<file path="config.mk">
export PLATFORM = sky130hd
export DESIGN_NAME = cnn_acc_requant_24s
export DESIGN_NICKNAME = d
export VERILOG_FILES = /design/src/rtl/cnn_acc_requant_24s.sv
export SDC_FILE = /design/constraint.sdc
export NUM_CORES = 1
export LEC_CHECK = 0
export ABC_CLOCK_PERIOD_IN_PS = 3900
export BUFFER_PORTS_ARGS = -buffer_cell sky130_fd_sc_hd__buf_2
export CAP_MARGIN = 10
export CORE_AREA = 2 2 122 124
export DETAILED_ROUTE_END_ITERATION = 8
export DIE_AREA = 0 0 124 126
export PLACE_DENSITY_LB_ADDON = 0.12
export SLEW_MARGIN = 0
export SYNTH_ARGS = -nofsm -noshare
export SYNTH_HDL_FRONTEND = slang
export SYNTH_SLANG_ARGS = --single-unit
</file>
<file path="constraint.sdc">
create_clock -name ap_clk -period 3.9 [get_ports ap_clk]
set_input_delay 0.39 -clock ap_clk [delete_from_list [all_inputs] [get_ports ap_clk]]
set_output_delay 0.39 -clock ap_clk [all_outputs]
set_load 0.02 [all_outputs]
</file>
<file path="src/rtl/cnn_acc_requant_24s.sv">
`default_nettype none
// ============================================================================
// Module   : cnn_acc_requant_24s
// Purpose  : Sums ACC_LEN signed products plus a scaled bias, then rounds,
//            shifts and saturates the sum to a signed OUT_WIDTH result.
// Options  : define CNN_ACC_RELU_EN to zero negative results (ReLU).
// Revision : 1.0 - initial release
// ============================================================================
module cnn_acc_requant_24s #(
    parameter int ACC_LEN    = 9,
    parameter int PROD_WIDTH = 24,
    parameter int ACC_WIDTH  = 32,
    parameter int OUT_WIDTH  = 16,
    parameter int FRAC_SHIFT = 8
) (
    input  logic                  ap_clk,
    input  logic                  ap_rst,
    input  logic [PROD_WIDTH-1:0] prod_din,
    input  logic                  prod_vld,
    output logic                  prod_rdy,
    input  logic [OUT_WIDTH-1:0]  bias_din,
    output logic [OUT_WIDTH-1:0]  acc_dout,
    output logic                  acc_vld,
    input  logic                  acc_rdy,
    output logic                  sat_flag
);

    localparam int CNT_W = 8;
    localparam logic [CNT_W-1:0] c_len = CNT_W'(ACC_LEN);
    localparam logic [ACC_WIDTH:0] c_half =
        {{ACC_WIDTH{1'b0}}, 1'b1} << (FRAC_SHIFT - 1);
    localparam logic signed [ACC_WIDTH:0] c_max =
        {{(ACC_WIDTH + 2 - OUT_WIDTH){1'b0}}, {(OUT_WIDTH - 1){1'b1}}};
    localparam logic signed [ACC_WIDTH:0] c_min =
        {{(ACC_WIDTH + 2 - OUT_WIDTH){1'b1}}, {(OUT_WIDTH - 1){1'b0}}};

    typedef enum logic [1:0] {
        IDLE  = 2'd0,
        ACCUM = 2'd1,
        ROUND = 2'd2,
        OUT   = 2'd3
    } state_t;

    state_t                       r_state;
    logic signed [ACC_WIDTH-1:0]  r_acc;
    logic [CNT_W-1:0]             r_count;
    logic [OUT_WIDTH-1:0]         r_dout;
    logic                         r_vld;
    logic                         r_sat;

    logic signed [ACC_WIDTH-1:0]  w_prod_ext;
    logic signed [ACC_WIDTH-1:0]  w_bias_shl;
    logic [CNT_W-1:0]             w_count_nxt;
    logic                         w_accept;
    logic signed [ACC_WIDTH:0]    w_rnd;
    logic signed [ACC_WIDTH:0]    w_shr;
    logic                         w_pos_clip;
    logic                         w_neg_clip;
    logic [OUT_WIDTH-1:0]         w_res;
    logic                         w_sat;

    assign prod_rdy    = (r_state == IDLE) || (r_state == ACCUM);
    assign w_accept    = prod_vld & prod_rdy;
    assign w_prod_ext  = {{(ACC_WIDTH - PROD_WIDTH){prod_din[PROD_WIDTH-1]}}, prod_din};
    assign w_bias_shl  = {{(ACC_WIDTH - OUT_WIDTH){bias_din[OUT_WIDTH-1]}}, bias_din} <<< FRAC_SHIFT;
    assign w_count_nxt = r_count + CNT_W'(1);

    // One guard bit so the rounding offset can never wrap a near-full accumulator.
    assign w_rnd      = {r_acc[ACC_WIDTH-1], r_acc} + c_half;
    assign w_shr      = w_rnd >>> FRAC_SHIFT;
    assign w_pos_clip = (w_shr > c_max);
    assign w_neg_clip = (w_shr < c_min);

    always_comb begin
        w_res = w_shr[OUT_WIDTH-1:0];
        w_sat = w_pos_clip | w_neg_clip;
        if (w_pos_clip) begin
            w_res = c_max[OUT_WIDTH-1:0];
        end else if (w_neg_clip) begin
            w_res = c_min[OUT_WIDTH-1:0];
        end
`ifdef CNN_ACC_RELU_EN
        if (w_res[OUT_WIDTH-1]) begin
            w_res = '0;
            w_sat = 1'b0;
        end
`endif
    end

    always_ff @(posedge ap_clk) begin
        if (ap_rst) begin
            r_state <= IDLE;
            r_acc   <= '0;
            r_count <= '0;
            r_dout  <= '0;
            r_vld   <= 1'b0;
            r_sat   <= 1'b0;
        end else begin
            case (r_state)
                IDLE: begin
                    if (w_accept) begin
                        r_acc   <= w_bias_shl + w_prod_ext;
                        r_count <= CNT_W'(1);
                        r_state <= (ACC_LEN == 1) ? ROUND : ACCUM;
                    end
                end
                ACCUM: begin
                    if (w_accept) begin
                        r_acc   <= r_acc + w_prod_ext;
                        r_count <= w_count_nxt;
                        if (w_count_nxt == c_len) begin
                            r_state <= ROUND;
                        end
                    end
                end
                ROUND: begin
                    r_dout  <= w_res;
                    r_sat   <= w_sat;
                    r_vld   <= 1'b1;
                    r_state <= OUT;
                end
                OUT: begin
                    if (acc_rdy) begin
                        r_vld   <= 1'b0;
                        r_state <= IDLE;
                    end
                end
                default: r_state <= IDLE;
            endcase
        end
    end

    assign acc_dout = r_dout;
    assign acc_vld  = r_vld;
    assign sat_flag = r_sat;

endmodule
`default_nettype wire

</file>
== Word level (Yosys, flattened, before mapping) ==
Cells that the tools add are included.

* Word-level logic and storage cells: 44
* Bits in registers: 60

* Muxes and demuxes: 15
* Add/subtract/negate cells: 4
* $lt $le $gt $ge: 2
* Reductions and logical operators: 7
* Bitwise operators: 2
* Eq/ne operators: 8

{| class="wikitable"
|+ Operators by type and width
! kind !! count
|-
| 32-bit two-way mux || 2
|-
| 32-bit one-hot mux with 2 select lines || 1
|-
| 32-bit by 9-bit adder with 33-bit output, second input constant || 1
|-
| 32-bit by 24-bit adder with 32-bit output || 1
|-
| 16-bit two-way mux || 2
|-
| 24-bit by 24-bit adder with 25-bit output || 1
|-
| 25-bit by 16-bit greater-than comparator with 1-bit output, second input constant || 1
|-
| 25-bit by 16-bit less-than comparator with 1-bit output, second input constant || 1
|-
| 8-bit two-way mux || 2
|-
| 8-bit one-hot mux with 2 select lines || 1
|-
| 8-bit by 1-bit adder with 8-bit output, second input constant || 1
|-
| 8-bit by 4-bit equality test with 1-bit output, second input constant || 1
|-
| 2-bit two-way mux || 4
|-
| 2-bit one-hot mux with 4 select lines || 1
|-
| 2-bit inequality test, second input constant || 3
|-
| 2-bit equality test, second input constant || 2
|-
| 4-bit AND reduction || 1
|-
| 2-bit nonzero test || 2
|-
| 3-bit AND reduction || 1
|-
| 2-bit by 1-bit equality test with 1-bit output, second input constant || 1
|-
| 2-bit zero test || 1
|-
| 2-bit by 1-bit inequality test with 1-bit output, second input constant || 1
|-
| 1-bit one-hot mux with 2 select lines || 1
|-
| 2-bit AND reduction || 1
|-
| 4 further kinds || 4
|}

== Logic depth before layout (Yosys ltp) ==
* Word-level depth: 5
* Depth in mapped cells: 11
* Depth with buffers taken out: 11

== Worst setup path before layout ==
Ideal clock, no wire load.

* Path kind: input -> register
* From: input port prod_din[1]
* To: register r_acc[31]
* Required time: 3774 ps
* Stages: 9
* Buffers on the path: 0
* Slack: 1360 ps
* Arrival time: 2414 ps
* Path through: ha_1 -> a211oi_1 -> o21bai_1 -> a211oi_1 -> o211ai_1 -> a31o_2 -> a221oi_1 -> or3_1 -> nand3_1

* Cells in the longest elaborated chain, start to end: 3

{| class="wikitable"
|+ RTL lines
! item !! line !! RTL
|-
| start, declared || 18 || <nowiki>input logic [PROD_WIDTH-1:0] prod_din,</nowiki>
|-
| 32-bit by 24-bit adder with 32-bit output or 24-bit by 24-bit adder with 25-bit output (tied branches) || 109, 102 ||
|-
| 32-bit two-way mux, on equally long branches || 108, 101 ||
|-
| 32-bit one-hot mux with 2 select lines (*) || 99 || <nowiki>case (r_state)</nowiki>
|-
| end signal, assigned || 102 || <nowiki>r_acc <= w_bias_shl + w_prod_ext;</nowiki>
|-
| end signal, assigned || 109 || <nowiki>r_acc <= r_acc + w_prod_ext;</nowiki>
|-
| end, declared || 45 || <nowiki>logic signed [ACC_WIDTH-1:0] r_acc;</nowiki>
|}

Every way passes the cells marked *; elsewhere a longest branch is shown, timed or not. The select of a mux whose other input is x is not followed.
A chain may end at the register's enable or synchronous reset.

== Worst setup path in the final report ==
* From: register r_acc[8]
* To: register r_dout[2] (netlist: acc_dout[2])

* Cells in the longest elaborated chain, start to end: 4

{| class="wikitable"
|+ RTL lines
! item !! line !! RTL
|-
| 32-bit by 9-bit adder with 33-bit output (*) || 69 || <nowiki>assign w_rnd = {r_acc[ACC_WIDTH-1], r_acc} + c_half;</nowiki>
|-
| 25-bit by 16-bit less-than comparator with 1-bit output || 72 || <nowiki>assign w_neg_clip = (w_shr < c_min);</nowiki>
|-
| 16-bit two-way mux || 79 || <nowiki>end else if (w_neg_clip) begin</nowiki>
|-
| 16-bit two-way mux (*) || 77 || <nowiki>if (w_pos_clip) begin</nowiki>
|-
| end signal, assigned || 117 || <nowiki>r_dout <= w_res;</nowiki>
|-
| end, declared || 47 || <nowiki>logic [OUT_WIDTH-1:0] r_dout;</nowiki>
|}

Every way passes the cells marked *; elsewhere a longest branch is shown, timed or not.

==> results.sh <==
export IMPL_vias_per_cell=5.69
export IMPL_setup_viol=0
export IMPL_p_leak_nw=2.62
export IMPL_io_pins=63
export IMPL_critPathMaxFanout=14
export IMPL_ys_warn_count=0
export IMPL_cts_resized=0
export IMPL_yosysSeqAreaShare=0.215
export IMPL_cpLargestDelayFamily="simple AND/OR/NAND/NOR gates"
export IMPL_period_minus_slack_ps=2920
export IMPL_n_fill_cell=1503
export IMPL_cts_root_buffer="clkbuf_16"
export IMPL_yosysTopAreaCell="dfxtp_1"
export IMPL_worstPathRequired_ps=4070
export IMPL_dieWidth_um=124
export IMPL_grtUsageTotal=0.212
export IMPL_cap_violations=0
export IMPL_dr_pass1_iters=5
export IMPL_hold_depth=4
export IMPL_grt_ovfl_total=0
export IMPL_cp_end_kind="flop"
export IMPL_htreeDepth=3
export IMPL_cts_tree="yes"
export IMPL_finClkSkew_ps=8.46
export IMPL_p_clk_frac=0.176
export IMPL_nets=888
export IMPL_outcome="complete, no violations"
export IMPL_fin_crit_sh=0.748
export IMPL_clk_pin_slew_worst_paths_ps=60
export IMPL_place_ws_ps=872
export IMPL_cpPeakStageDelay_ps=580
export IMPL_cts_setup_buffers=0
export IMPL_dp_hpwl_um=12000
export IMPL_rows=44
export IMPL_port_buffers=62
export IMPL_synth_top_cell_area_share=0.215
export IMPL_cts_buffers=9
export IMPL_clk_latency_ps=340
export IMPL_grtUsageMet3=0.0371
export IMPL_fin_setup_tns_ps=0
export IMPL_ys_ff_latch=60
export IMPL_synth_most_common_cell="nor2_1"
export IMPL_r2r_start="r_acc[8]$_SDFFE_PP0P_"
export IMPL_worstPathArrival_ps=3090
export IMPL_start_util=0.390
export IMPL_p_int_mw=2.23
export IMPL_fmax_mhz=343
export IMPL_seq_power_share=0.255
export IMPL_netlist_area_mm2=0.00559
export IMPL_postSynthAreaPerCell_um2=7.57
export IMPL_synth_nets=838
export IMPL_criticalPathCategory="flop to flop"
export IMPL_diodes=0
export IMPL_async_flop_share=0
export IMPL_grt_start_max_net_pins=51
export IMPL_crit_slowest_cell="nand4b_1"
export IMPL_vdd_drop_max_uv=295
export IMPL_fp_coreArea_mm2=0.0143
export IMPL_synthTopCellsByCount="76 x nor2_1, 73 x nand2_1, 60 x dfxtp_1, 58 x a21oi_1, 54 x ha_1"
export IMPL_clock_sinks=60
export IMPL_p_sw_frac=0.480
export IMPL_p_comb_frac=0.569
export IMPL_hold_end="acc_vld$_SDFFE_PP0P_"
export IMPL_power_density_mw_per_mm2=679
export IMPL_antenna_left=0
export IMPL_switchingPower_mw=2.06
export IMPL_grt_busiest_layer="met2"
export IMPL_hold_viol=0
export IMPL_drc=0
export IMPL_hold_class="primary input to flop"
export IMPL_hp_start="acc_rdy"
export IMPL_grt_use_met2=0.355
export IMPL_grt_pass1_vias=5316
export IMPL_use_met1=0.283
export IMPL_path_buf_inv=0
export IMPL_setup_ws_ps=982
export IMPL_tightestPinTransition_ps=862
export IMPL_r2r_slack_ps=980
export IMPL_cts_hold_buf=0
export IMPL_vias=5558
export IMPL_grt_pass1_wl_um=26400
export IMPL_antenna_found_initial=0
export IMPL_power_total_mw=4.29
export IMPL_dieArea_mm2=0.0156
export IMPL_syn_to_final_growth_pct=13.1
export IMPL_ys_flop_type="dfxtp_1"
export IMPL_drtIter0Drc=334
export IMPL_die_height_um=126
export IMPL_synth_area_leaders="dfxtp_1 22%, ha_1 12%, a21oi_1 5.2%"
export IMPL_routed_wl_um=15800
export IMPL_clk_path_buf_depth=2
export IMPL_worstSetupStartpointType="flop"
export IMPL_path_cells="ha_1, and4_4, nand4_1, a2111oi_0, nor3_1, nor4_1, nand4b_1, o211ai_1"
export IMPL_final_layout_size_suffix_gt1_frac=0.135
export IMPL_relSlewSlack=0.426
export IMPL_routabilityCongestion=0.886
export IMPL_reg2reg_depth=8
export IMPL_fin_util=0.442
export IMPL_synth_distinct_cells=71
export IMPL_synth_edf_count=0
export IMPL_timing_rr_end="acc_dout[2]$_SDFFE_PP0P_"
export IMPL_grt_setup_unrepaired="no"
export IMPL_post_drt_wl_per_cell_um=16.2
export IMPL_synthCells=738
export IMPL_slew_violations=0
[worst reg2reg max path, cell delays in order (launching register included)]
cell and delay [ps]:
dfxtp_1 440, ha_1 270, and4_4 260, nand4_1 140, a2111oi_0 420, nor3_1 100, nor4_1 350, nand4b_1 580
o211ai_1 180
[power groups by stage]
stage	logic [mW]	clock network (mW)	registers [mW]
2_1_floorplan	1.78	0	1.11
3_3_place_gp	2.41	0	1.09
3_5_place_dp	2.43	0	1.10
4_1_cts	2.45	0.772	1.09
5_1_grt	2.75	0.793	1.13
6_report	2.44	0.755	1.10
[cell families after synthesis]
logic type / Yosys count / share of synthesized area
simple gates: 284 / 0.252
fa+ha+maj: 56 / 0.128
xor+xnor: 48 / 0.0753
compound gates: 222 / 0.266
flops: 60 / 0.215
mux: 11 / 0.0199
buf+inv: 57 / 0.0432
[through the flow]
step | hold WS, ps | std cells | instance area (um2)
3_3_place_gp | 445 | 961 | 6040
2_1_floorplan | 436 | 738 | 5590
4_1_cts | 370 | 977 | 6320
6_report | 379 | 977 | 6320
5_1_grt | 419 | 977 | 6320
3_5_place_dp | 455 | 961 | 6040
[metal layers]
| layer | vias up | part of all wire |
|---|---|---|
| met2 | 134 | 0.45 |
| met4 | 0 | 0.011 |
| met5 | - | 0 |
| li1 | 2824 | - |
| met3 | 15 | 0.053 |
| met1 | 2585 | 0.48 |
[state kept, by name, summed over array words and instances (netlist names)]
signal / flops
acc_vld: 1
r_count: 8
sat_flag: 1
acc_dout: 16
r_acc: 32
r_state: 2
[final cells by class]
cell class | count | area, um2 | share of cell area
clock buffer | 10 | 239 | 0.0378
clock inverter | 6 | 40.0 | 0.00634
inverter | 27 | 101 | 0.0160
multi-input combinational | 621 | 4150 | 0.656
sequential | 60 | 1200 | 0.190
tap | 184 | 230 | 0.0364
timing repair buffer | 69 | 363 | 0.0574
[cells in the final DEF, fill, tap and decap left out, drive strengths merged, types with 8 or more instances in the layout]
cell type	count
a211oi	24
a21oi	58
a31oi	8
buf	69
clkbuf	10
dfxtp	60
ha	54
inv	27
mux2i	10
nand2	73
nand2b	11
nand3	26
nand4	14
nor2	76
nor3	27
o211ai	23
o21a	11
o21ai	48
xnor2	24
xor2	24
[worst max-delay path by stage]
stage          depth (start not counted)                   start  slack [ps]                        to
6_report                               8   r_acc[8]$_SDFFE_PP0P_         980  acc_dout[2]$_SDFFE_PP0P_
3_5_place_dp                          12             prod_din[8]         870    r_acc[24]$_SDFFE_PP0P_
3_3_place_gp                          12             prod_din[0]         970    r_acc[30]$_SDFFE_PP0P_
4_1_cts                                8   r_acc[8]$_SDFFE_PP0P_         980  acc_dout[2]$_SDFFE_PP0P_
2_1_floorplan                          9             prod_din[1]        1360    r_acc[31]$_SDFFE_PP0P_
5_1_grt                                7  r_acc[17]$_SDFFE_PP0P_         740  acc_dout[2]$_SDFFE_PP0P_
Power figures use the tool's default switching activity.
